`config.mk`:
```
export PLATFORM = sky130hd
export DESIGN_NAME = pp_accum
export DESIGN_NICKNAME = d
export VERILOG_FILES = /design/src/rtl/pp_accum_pkg.sv /design/src/rtl/pp_add_sat.sv /design/src/rtl/pp_accum.sv
export SDC_FILE = /design/constraint.sdc
export NUM_CORES = 1
export LEC_CHECK = 0
export BUFFER_PORTS_ARGS = -buffer_cell sky130_fd_sc_hd__buf_2
export CAP_MARGIN = 20
export CORE_MARGIN = 8
export CORE_UTILIZATION = 55
export DETAILED_ROUTE_END_ITERATION = 10
export GPL_TIMING_DRIVEN = 1
export PLACE_DENSITY = 0.9
export SETUP_SLACK_MARGIN = 0.2
export SLEW_MARGIN = 5
export SYNTH_ARGS = -nofsm -noshare
export SYNTH_HDL_FRONTEND = slang
export SYNTH_SLANG_ARGS = --single-unit
```
`constraint.sdc`:
```
create_clock -name clk -period 4.34 [get_ports clk]
set_input_delay 0.434 -clock clk [delete_from_list [all_inputs] [get_ports clk]]
set_output_delay 0.434 -clock clk [all_outputs]
set_load 0.1 [all_outputs]
```
`src/rtl/pp_accum_pkg.sv`:
```
// Shared types and default sizing for the partial-product accumulator.
package pp_accum_pkg;

    typedef enum logic [1:0] {
        IDLE  = 2'd0,
        ACCUM = 2'd1,
        HOLD  = 2'd2
    } state_t;

    localparam int PP_DATA_W_DEF    = 21;
    localparam int PP_ACC_W_DEF     = 28;
    localparam int PP_MAX_TERMS_DEF = 64;

endpackage

```
`src/rtl/pp_add_sat.sv`:
```
// ACC_W+1 adder with carry-out; saturating when PP_ACCUM_SAT_EN is defined,
// wrapping modulo 2^ACC_W otherwise.
module pp_add_sat
    import pp_accum_pkg::*;
#(
    parameter int DATA_W = PP_DATA_W_DEF,
    parameter int ACC_W  = PP_ACC_W_DEF
) (
    input  logic [ACC_W-1:0]  acc,
    input  logic [DATA_W-1:0] addend,
    output logic [ACC_W-1:0]  sum,
    output logic              carry
);

`ifdef PP_ACCUM_SAT_EN
    localparam bit SAT = 1'b1;
`else
    localparam bit SAT = 1'b0;
`endif

    logic [ACC_W:0] wide;

    // Once saturated, acc stays all-ones: any non-zero addend carries out again.
    function automatic logic [ACC_W-1:0] sat_or_wrap(input logic [ACC_W-1:0] lo,
                                                     input logic            c);
        return (c && SAT) ? {ACC_W{1'b1}} : lo;
    endfunction

    always_comb begin
        wide  = {1'b0, acc} + (ACC_W+1)'(addend);
        carry = wide[ACC_W];
        sum   = sat_or_wrap(wide[ACC_W-1:0], wide[ACC_W]);
    end

endmodule

```
`src/rtl/pp_accum.sv`:
```
// Group accumulator for shifted partial products with a held, handshaked result.
// Overflow handling is selected by PP_ACCUM_SAT_EN (saturate) or its absence (wrap).
module pp_accum
    import pp_accum_pkg::*;
#(
    parameter int DATA_W    = PP_DATA_W_DEF,
    parameter int ACC_W     = PP_ACC_W_DEF,
    parameter int MAX_TERMS = PP_MAX_TERMS_DEF
) (
    input  logic              clk,
    input  logic              rst,
    input  logic              in_valid,
    input  logic [DATA_W-1:0] in_data,
    input  logic              in_last,
    output logic              in_ready,
    output logic              out_valid,
    input  logic              out_ready,
    output logic [ACC_W-1:0]  out_sum,
    output logic              out_ovf,
    output logic              out_len_err
);

    localparam int               CNT_W   = $clog2(MAX_TERMS + 1);
    localparam logic [CNT_W-1:0] MAX_CNT = CNT_W'(MAX_TERMS);

    state_t           state_p1, nxt_state;
    logic [ACC_W-1:0] acc_p1, add_base, add_sum;
    logic [CNT_W-1:0] cnt_p1, cnt_inc;
    logic             ovf_p1, len_err_p1, add_carry;
    logic             accept, at_max, close_grp;

    // Stage p0: term qualification and add
    always_comb begin
        add_base  = (state_p1 == IDLE) ? '0 : acc_p1;
        cnt_inc   = (state_p1 == IDLE) ? CNT_W'(1) : cnt_p1 + CNT_W'(1);
        accept    = in_valid && in_ready;
        at_max    = (cnt_inc == MAX_CNT);
        close_grp = accept && (in_last || at_max);
    end

    pp_add_sat #(
        .DATA_W (DATA_W),
        .ACC_W  (ACC_W)
    ) u_add (
        .acc    (add_base),
        .addend (in_data),
        .sum    (add_sum),
        .carry  (add_carry)
    );

    always_ff @(posedge clk or posedge rst) begin
        if (rst) begin
            state_p1 <= IDLE;
        end else begin
            state_p1 <= nxt_state;
        end
    end

    always_comb begin
        nxt_state = state_p1;
        case (state_p1)
            IDLE, ACCUM: begin
                if (close_grp) begin
                    nxt_state = HOLD;
                end else if (accept) begin
                    nxt_state = ACCUM;
                end
            end
            HOLD: begin
                if (out_ready) begin
                    nxt_state = IDLE;
                end
            end
            default: nxt_state = IDLE;
        endcase
    end

    always_comb begin
        in_ready  = (state_p1 != HOLD) && !rst;
        out_valid = (state_p1 == HOLD);
    end

    // Stage p1: accumulator, term count and sticky group flags
    always_ff @(posedge clk or posedge rst) begin
        if (rst) begin
            acc_p1     <= '0;
            cnt_p1     <= '0;
            ovf_p1     <= 1'b0;
            len_err_p1 <= 1'b0;
        end else if (state_p1 == HOLD) begin
            if (out_ready) begin
                acc_p1     <= '0;
                cnt_p1     <= '0;
                ovf_p1     <= 1'b0;
                len_err_p1 <= 1'b0;
            end
        end else if (accept) begin
            acc_p1     <= add_sum;
            cnt_p1     <= cnt_inc;
            ovf_p1     <= ovf_p1 | add_carry;
            len_err_p1 <= at_max && !in_last;
        end
    end

    assign out_sum     = acc_p1;
    assign out_ovf     = ovf_p1;
    assign out_len_err = len_err_p1;

endmodule

```
# ---- Word level (Yosys, flattened, before mapping)
# Cells that the tools add are included.
dict set report word_totals {
  input_bits 26
  register_bits 39
  elab_cells 43
  rom_bits 0
  mem_count 0
  latchBits 0
  ramBits 0
}
dict set report classes {
  n_lt_le_gt_ge 0
  n_eq_ne 6
  muxes 17
  n_mul 0
  shifts 0
  div 0
  bitwise 1
  addsub 2
  reduce_logical 12
}
# op count
set op_table {}
lappend op_table {{28-bit two-way mux} 4}
lappend op_table {{28-bit by 21-bit adder with 29-bit output} 1}
lappend op_table {{7-bit two-way mux} 4}
lappend op_table {{7-bit by 1-bit adder with 7-bit output (second input constant)} 1}
lappend op_table {{7-bit equality test (second input constant)} 1}
lappend op_table {{2-bit two-way mux} 3}
lappend op_table {{1-bit two-way mux} 5}
lappend op_table {{1-bit logical AND} 4}
lappend op_table {{2-bit one-hot mux with 2 select lines} 1}
lappend op_table {{2-bit AND reduction} 2}
lappend op_table {{3-bit != test (second input constant)} 1}
lappend op_table {{2-bit by 1-bit equality test with 1-bit output (second input constant)} 1}
lappend op_table {{2-bit equality test (second input constant)} 1}
lappend op_table {{1-bit zero test} 2}
lappend op_table {{2-bit zero test} 1}
lappend op_table {{2-bit by 1-bit != test with 1-bit output (second input constant)} 1}
lappend op_table {{2-bit != test (second input constant)} 1}
lappend op_table {{2-bit nonzero test} 1}
lappend op_table {{2-bit OR reduction} 1}
lappend op_table {{1-bit logical OR} 1}
lappend op_table {{1-bit OR} 1}

# ---- Depth between registers and ports, before layout
# Gate-level depths: netlist of the first run.
dict set report logic_depth {
  ltp_word 7
  ltp_mapped 15
  mapped_depth_nobuf 13
}

# ---- By module
# A second synthesis of the first run with hierarchy kept.
dict set report hier_totals {
  cells_unflattened 397
  hier_area_um2 3414.5
}
# module area_each_um2 instances cells_per_inst seq_area_each_um2
set by_module_without_submodules {}
lappend by_module_without_submodules {pp_accum 1889.3 1 170 975.9}
lappend by_module_without_submodules {pp_add_sat 1525.2 1 227 0.0}

# ---- Least setup slack after synthesis of the first run
# Ideal clock, no wire load.
dict set report synth_path {
  path_type {flip-flop to flip-flop}
  start {reg state_p1[1]}
  end {reg cnt_p1[5]}
  path_buffers 3
  t_arrival_ns 3.689
  path_slack_ns 0.522
  t_required_ns 4.212
  stages_incl_launch_ff 10
  setup_ns 0.128
  cell_sequence {dfrtp_1 nor2b_1 clkbuf_1 nor2_1 and2_1 clkbuf_1 a21oi_1 buf_2 o21ai_0 o31ai_1}
}
# item line
set synth_rtl {}
lappend synth_rtl {{start: declaration} pp_accum.sv:26} ;# state_t state_p1, nxt_state;
lappend synth_rtl {{start signal: assignment} pp_accum.sv:55} ;# state_p1 <= nxt_state;
lappend synth_rtl {{2-bit equality test (*)} -}
lappend synth_rtl {{named net out_valid} pp_accum.sv:16} ;# output logic out_valid,
lappend synth_rtl {{2-bit by 1-bit != test with 1-bit output (no line) / 2-bit nonzero test (equally long branches)} -}
lappend synth_rtl {{2-bit AND reduction (no line)} -}
lappend synth_rtl {{end signal: assignment} pp_accum.sv:99} ;# cnt_p1 <= cnt_inc;
lappend synth_rtl {{end: declaration} pp_accum.sv:28} ;# logic [CNT_W-1:0] cnt_p1, cnt_inc;
# Mark *: on every way through the listed nets, which the timed path passes. The rest lies on a longest branch. The select of a mux whose other input is x is not followed.
# A chain may end at the register's enable or synchronous reset.

# ---- Worst setup path after layout of the first run
dict set report layout_path {
  start {reg state_p1[0]}
  end {reg acc_p1[14], in the netlist out_sum[14]}
}
dict set report layout_via {
  elab_chain_cells 5
}
# item line
set layout_rtl {}
lappend layout_rtl {{2-bit zero test / 2-bit != test (equally long branches)} {pp_accum.sv:34, pp_accum.sv:79}}
lappend layout_rtl {{28-bit two-way mux / 1-bit logical AND (equally long branches)} {pp_accum.sv:34, pp_accum.sv:79}}
lappend layout_rtl {{28-bit by 21-bit adder with 29-bit output / 1-bit logical AND (equally long branches)} {pp_add_sat.sv:30, pp_accum.sv:36}}
lappend layout_rtl {{28-bit two-way mux / 2-bit nonzero test (equally long branches)} -}
lappend layout_rtl {{28-bit two-way mux / 2-bit AND reduction (equally long branches)} -}
lappend layout_rtl {{end signal: assignment} pp_accum.sv:98} ;# acc_p1 <= add_sum;
lappend layout_rtl {{end: declaration} pp_accum.sv:27} ;# logic [ACC_W-1:0] acc_p1, add_base, add_sum;
# Several ways; a longest one is shown, not always the timed one. The select of a mux whose other input is x is not followed.

==> run_results.csv, run 1 <==
group,metric,value,unit
status,outcome,"completed",
hold_path,worstHoldPathType,"in2async",
floorplan,die_h,89.6,µm
floorplan,rows,27,
critical_path,path_cells,"or2_1 > and2_1 > ha_1 > fa_1 > a21oi_1 > nor2_1 > o211ai_1 > a21oi_1 > or3_1 > a41oi_1 > nor2b_1 > xor2_1 > o21ai_1",
yosys,syn_area,2980,µm²
yosys,seq_area_frac_synth,32.7,%
yosys,synth.area.top_cells,"dfrtp_1 33%, ha_1 9.2%, nand2_1 5.2%",
clock_tree,cts-root-buf,"clkbuf_8",
routing,drtAntennaViolNets,0,
timing,timing.fmax,277,MHz
timing,slew_headroom,43.0,%
placed_design,gp_congestion,0.942,
yosys,synth_common_cells,"41 x nand2_1, 39 x dfrtp_1, 29 x a21oi_1, 29 x nand3_1, 29 x o21ai_0",
clock_tree,ctsHoldBuffers,0,
critical_path,arrival,3.78,ns
timing,finalClockSkew,0.00847,ns
critical_path,crit_buf_inv,0,
yosys,synth-edff-count,0,
pwr,pwr-share-clk,13.1,%
clock_tree,cts_made_buffers,5,
yosys,yosysMostFrequentCell,"nand2_1",
pwr,swShare,57.1,%
pwr,p_int,854,µW
critical_path,end_kind,"flop",
yosys,syn-num-nets,408,
placed_design,place_area,3320,µm²
critical_path,crit_required,4.52,ns
clock_tree,insertion_delay,0.31,ns
pwr,p_switching,1140,µW
critical_path,crit_slowest_cell,"dfrtp_1",
routing,drt_wl_total,7.73,mm
clock_tree,htree_levels,2,
routing,drt_iter0_drc,240,
routing,wl_per_cell,16.0,µm
grt,grt_max_degree,40,
layout,syn_to_final_growth,14.4,%
floorplan,die_x,89.6,µm
floorplan,coreArea,5370,µm²
timing,fin_setup_tns,0,ns
clock_tree,clkTransAtPathRegs,0.08,ns
layout,finish.utilization,63.5,%
critical_path,crit_family,"simple AND/OR/NAND/NOR gates",
yosys,ys_ff_latch,39,
critical_path,slowest_delay,0.43,ns
grt,grt_overflow_total,0,
layout,stdcell_area,3410,µm²
floorplan,initial_core_util,55.5,%
clock_tree,max-clock-path-buffers,2,
timing,finalWorstSetupSlack,0.735,ns
timing,hold_viol,0,
grt,grt_use_total,20.7,%
floorplan,dieArea,8030,µm²
layout,drive_gt1_share,19.3,%
critical_path,crit_top_cell,"a21oi_1",
pwr,pwr-share-comb,60.7,%
yosys,synth_top_cell_by_area,"dfrtp_1",
placed_design,dp_hpwl,5.69,mm
placed_design,placed_cells,475,
clock_tree,cts_tree,"done",
yosys,syn_inst,359,
yosys,yosysWarnings,0,
pwr,power_frac_seq,26.2,%
layout,final_cells,482,
layout,nets,459,
grt,antenna_found_initial,0,
timing,setup_viol,0,
pwr,p_leak,0.00165,µW
job,drv_cap,0,
timing,worst_pin_slew,0.853,ns
placed_design,portBuffers,57,
grt,grt_pass1_wl,13.0,mm
pwr,ir_drop,423,µV
timing,finalCritPeriodShare,83.1,%
critical_path,cp-start-kind,"flop",
yosys,synthArstFlopShare,100,%
timing,period_needed,3.61,ns
clock_tree,ctsResizeCount,0,
yosys,synth_top_area_share,32.7,%
routing,vias,2893,
routing,detail_route.first_pass.iterations,5,
critical_path,cp_max_fo,12,
clock_tree,cts_setup_buffers,0,
routing,drc_errors,0,
grt,grt_pass1_vias,2891,
yosys,yosysUniqueCellTypes,50,
timing,report.final.slew_viol_count,0,
floorplan,io_pins,58,
yosys,syn_area_per_cell,8.31,µm²
pwr,power.density,584,nW/µm²
yosys,ys.flop_type,"dfrtp_1",
layout,antennaDiodeCount,0,
routing,via_per_inst,6.00,
critical_path,path_class,"reg2reg",
clock_tree,clock_sinks,39,
placed_design,dpl_worst_slack,0.795,ns
timing,grt_setup_unrepaired,"false",
==> worst paths after layout <==
check / slack [ns] / to / startpoint / cells after the start
setup / recovery: 0.73 / out_sum[14] / state_p1[0] / 13
hold / removal: 0.25 / out_sum[21] / rst / 3
setup reg to reg: 0.73 / out_sum[14] / state_p1[0] / 13
hold reg to reg: 0.50 / state_p1[0] / state_p1[1] / 1
max in group asynchronous: 3.74 / out_sum[12] / rst / 3
min in group clk: 0.36 / out_ovf / out_ready / 2
==> registers in the layout, summed over array words and instances (netlist names) <==
signal and count:
cnt_p1 7, out_len_err 1, out_ovf 1, out_sum 28, state_p1 2
==> cell type report <==
type / instances / area [µm²]
repair buffers: 61 / 315
clock inverters: 1 / 5.00
fillers: 453 / 1960
multi-input cells: 294 / 1910
clock buffers: 6 / 82.6
flip-flops and latches: 39 / 976
inverters: 9 / 33.8
well taps: 72 / 90.1
==> per-stage QoR <==
| step | power, µW | hold slack (ns) |
|---|---|---|
| CTS | 1990 | 0.274 |
| global route | 2100 | 0.320 |
| global placement | 1700 | 0.459 |
| finish | 1990 | 0.254 |
| floorplan | 1510 | 0.447 |
| detailed placement | 1730 | 0.488 |
==> power by group through the flow <==
| stage | clock network (µW) | registers [µW] | logic [µW] |
|---|---|---|---|
| 3_5_place_dp | 0 | 527 | 1200 |
| 5_1_grt | 276 | 534 | 1290 |
| 4_1_cts | 265 | 519 | 1210 |
| 3_3_place_gp | 0 | 521 | 1180 |
| 2_1_floorplan | 0 | 1070 | 443 |
| 6_report | 261 | 522 | 1210 |
==> worst reg2reg max path: stages (launching register included) <==
cell and delay (ns):
dfrtp_1 0.43, or2_1 0.36, and2_1 0.22, ha_1 0.20, fa_1 0.41, a21oi_1 0.19
nor2_1 0.09, o211ai_1 0.24, a21oi_1 0.15, or3_1 0.41, a41oi_1 0.30, nor2b_1 0.20
xor2_1 0.20, o21ai_1 0.09
==> metal layers <==
| metal | vias up | wire length, µm | GRT usage [%] |
|---|---|---|---|
| met5 | - | 0 | 0 |
| met4 | 0 | 182 | 10.7 |
| met3 | 20 | 556 | 4.73 |
| met2 | 119 | 3780 | 34.6 |
| met1 | 1366 | 3210 | 24.2 |
| li1 | 1388 | - | - |
==> logic make-up after synthesis <==
family / count (synthesis) / synth area share (%)
and+or+nand+nor: 140 / 23.1
DFF: 39 / 32.7
buffers and inverters: 26 / 3.31
adders and majority gates: 23 / 9.90
AOI/OAI and AO/OA: 106 / 23.5
xor gates and xnor gates: 24 / 7.05
muxes: 1 / 0.378
==> cells in the final DEF, fill, tap and decap left out, types with 6 or more instances in the layout <==
| cell | netlist | routed |
|---|---|---|
| o31ai_1 | 6 | 6 |
| ha_1 | 22 | 22 |
| nand2_1 | 41 | 41 |
| nor2_1 | 20 | 20 |
| a31oi_1 | 7 | 7 |
| o21ai_0 | 29 | 29 |
| dfrtp_1 | 39 | 39 |
| and2_1 | 24 | 24 |
| buf_2 | 1 | 57 |
| xnor2_1 | 15 | 15 |
| a21oi_1 | 29 | 29 |
| inv_1 | 9 | 9 |
| clkbuf_8 | 0 | 6 |
| a21o_1 | 6 | 6 |
| nand3_1 | 29 | 29 |
| xor2_1 | 9 | 9 |
| and3_1 | 6 | 6 |
Power figures use the tool's default switching activity.
==> run 2: changes to the inputs <==
Settings changed: ABC_AREA from default to 1, CORE_UTILIZATION 55 to 52, PLACE_DENSITY 0.9 to 0.87.
Clock period 4.34 ns to 2.98 ns, I/O delays scaled along.
==> run 2 against run 1 <==
Die area rose by 22%. Highest routed layer unchanged. Non-clock buffer count fell by 2. Largest cell class unchanged. Sequential share of layout area fell by 4.5 points. Combinational power rose by 110%. Largest power group unchanged. Global-route usage rose by 0.86 points. Clock skew rose by 0.0030 ns. Power rose by 91%. Final area rose by 19%. Critical path type unchanged. Critical path depth did not move.
==> run_results.csv, run 2 <==
group,metric,value,unit
layout,drive_gt1_share,14.2,%
yosys,yosysWarnings,0,
routing,drt_wl_total,10.3,mm
pwr,p_leak,0.00232,µW
critical_path,end_kind,"flop",
yosys,synth-compound-area-share,11.6,%
routing,drc_errors,0,
layout,fillers,668,
grt,grt_use_total,21.6,%
floorplan,initial_core_util,53.2,%
placed_design,portBuffers,57,
timing,grt_setup_unrepaired,"false",
clock_tree,clkTransAtPathRegs,0.09,ns
status,outcome,"completed",
clock_tree,htree_levels,2,
pwr,power.density,939,nW/µm²
placed_design,dp_hpwl,8.06,mm
job,drv_cap,0,
yosys,synth_common_cells,"188 x nand2_1, 99 x inv_1, 71 x nor2_1",
timing,finalClockSkew,0.0114,ns
yosys,synth_top_area_share,27.3,%
layout,antennaDiodeCount,0,
placed_design,gp_congestion,0.943,
critical_path,path_class,"reg2reg",
critical_path,arrival,2.72,ns
layout,largest_register_ffs,28,
floorplan,io_pins,58,
clock_tree,cts_made_buffers,5,
timing,period_needed,2.56,ns
clock_tree,insertion_delay,0.30,ns
yosys,synth-simple-area-share,39.9,%
routing,wl_per_cell,14.3,µm
floorplan,rows,30,
critical_path,crit_required,3.14,ns
placed_design,placed_cells,715,
yosys,ys.flop_type,"dfrtp_1",
critical_path,cp_max_fo,21,
timing,setup_viol,0,
yosys,synthArstFlopShare,100,%
grt,grt_pass1_wl,17.5,mm
hold_path,worstHoldPathType,"in2async",
yosys,synth_top_cell_by_area,"dfrtp_1",
layout,mostFrequentLayoutCells,"188 x nand2_1, 99 x inv_1, 71 x nor2_1",
floorplan,die_x,98.9,µm
layout,layout_commonest_cell,"nand2_1",
yosys,syn_inst,585,
yosys,synth_xor_area_share,0.490,%
yosys,syn-num-nets,634,
layout,final_cells,723,
timing,report.final.slew_viol_count,0,
layout,stdcell_area,4050,µm²
placed_design,place_area,3930,µm²
clock_tree,cts_tree,"done",
clock_tree,cts-root-buf,"clkbuf_8",
layout,syn_to_final_growth,13.2,%
timing,fin_setup_tns,0,ns
timing,worst_pin_slew,0.789,ns
yosys,syn_area,3580,µm²
yosys,syn_area_per_cell,6.11,µm²
timing,timing.fmax,391,MHz
yosys,yosysUniqueCellTypes,38,
layout,nets,691,
floorplan,die_h,98.9,µm
grt,grt_pass1_vias,3775,
critical_path,cp-start-kind,"flop",
routing,drtAntennaViolNets,0,
timing,finalCritPeriodShare,85.8,%
yosys,synth.area.top_cells,"dfrtp_1 27%, nand2_1 20%, inv_1 10%",
yosys,seq_area_frac_synth,27.3,%
layout,multi_input_area,2160,µm²
floorplan,dieArea,9790,µm²
yosys,ys_ff_latch,39,
yosys,synthMuxAreaShare,0,%
grt,grt_max_degree,26,
yosys,synth_adder_area_share,8.25,%
timing,finalWorstSetupSlack,0.424,ns
routing,drt_iter0_drc,306,
timing,slew_headroom,47.3,%
pwr,ir_drop,506,µV
routing,via_per_inst,5.35,
yosys,synth-edff-count,0,
yosys,synth_top_family_by_area,"simple AND/OR/NAND/NOR gates",
layout,seqCellArea,976,µm²
grt,grt_overflow_total,0,
floorplan,coreArea,6720,µm²
timing,hold_viol,0,
routing,vias,3867,
grt,antenna_found_initial,0,
clock_tree,clock_sinks,39,
routing,detail_route.first_pass.iterations,7,
clock_tree,max-clock-path-buffers,2,
yosys,yosysMostFrequentCell,"nand2_1",
layout,finish.utilization,60.3,%
placed_design,dpl_worst_slack,0.391,ns
clock_tree,cts_setup_buffers,0,
## run 2: cell count changes in the layout (fill, tap and decap cells not counted), moves of 6 or more
cell	change
nor2_1	+51
inv_1	+90
a21o_1	-6
a31oi_1	-6
and2_1	-22
xnor2_1	-14
nand2_1	+147
nand3_1	+11
xor2_1	-8
## run 2: cell type report
cell class	instances	share of cell area, %
multi-input combinational	434	53.4
tap	80	2.47
clock inverter	3	1.08
clock buffer	5	1.70
sequential	39	24.1
timing repair buffer	59	7.73
inverter	103	9.55
## run 2: critical path: stages (launching register included)
cell and delay, ns:
dfrtp_1 0.48, nor2_4 0.21, buf_12 0.20, nor2_1 0.06
ha_1 0.33, nand2_1 0.14, inv_1 0.05, a21oi_1 0.19
nand2_1 0.14, nand2_1 0.09, nand2_1 0.08, or2_2 0.28
nand3_1 0.06, o21ai_0 0.11
## run 2: path summary, 6_finish.rpt
check,start,endpoint,slack (ns),cells past startpoint
max reg2reg,state_p1[0],out_sum[16],0.42,13
min,rst,out_sum[25],0.08,2
min in group clk,out_ready,state_p1[1],0.26,4
max,state_p1[0],out_sum[16],0.42,13
min reg2reg,out_len_err,out_len_err,0.49,2
max in group asynchronous,rst,out_sum[9],2.09,3
## run 2: cells by family after synthesis
group,after synthesis
buffers and inverters,112
AND/OR/NAND/NOR,333
AO/OA/AOI/OAI,76
XOR/XNOR,2
adder cells (fa/ha/maj),23
flip-flops,39
## run 2: report_power, final
group	switching (µW)	internal, µW	leakage, µW
combinational	2000	525	0.00176
clock	217	250	0.0000581
sequential	126	683	0.000504
## run 2: timing repair
| action | 4_1_cts | 5_1_grt |
|---|---|---|
| endpoints found under the setup margin | 0 | 3 |
| resized for setup | 0 | 1 |
| hold buffers | 0 | 0 |
## run 2: routing by layer
layer  track usage (%)  wire, µm
met1              29.1      4890
met5                 0         0
met2              34.7      4600
met3              3.88       702
met4              4.96       133
## run 2: metrics by stage
stage / hold WS, ns / total power, µW
after floorplan: 0.451 / 2830
after global placement: 0.426 / 3280
after detailed placement: 0.416 / 3320
after CTS: 0.0896 / 3800
after global routing: 0.131 / 4040
final: 0.0830 / 3800
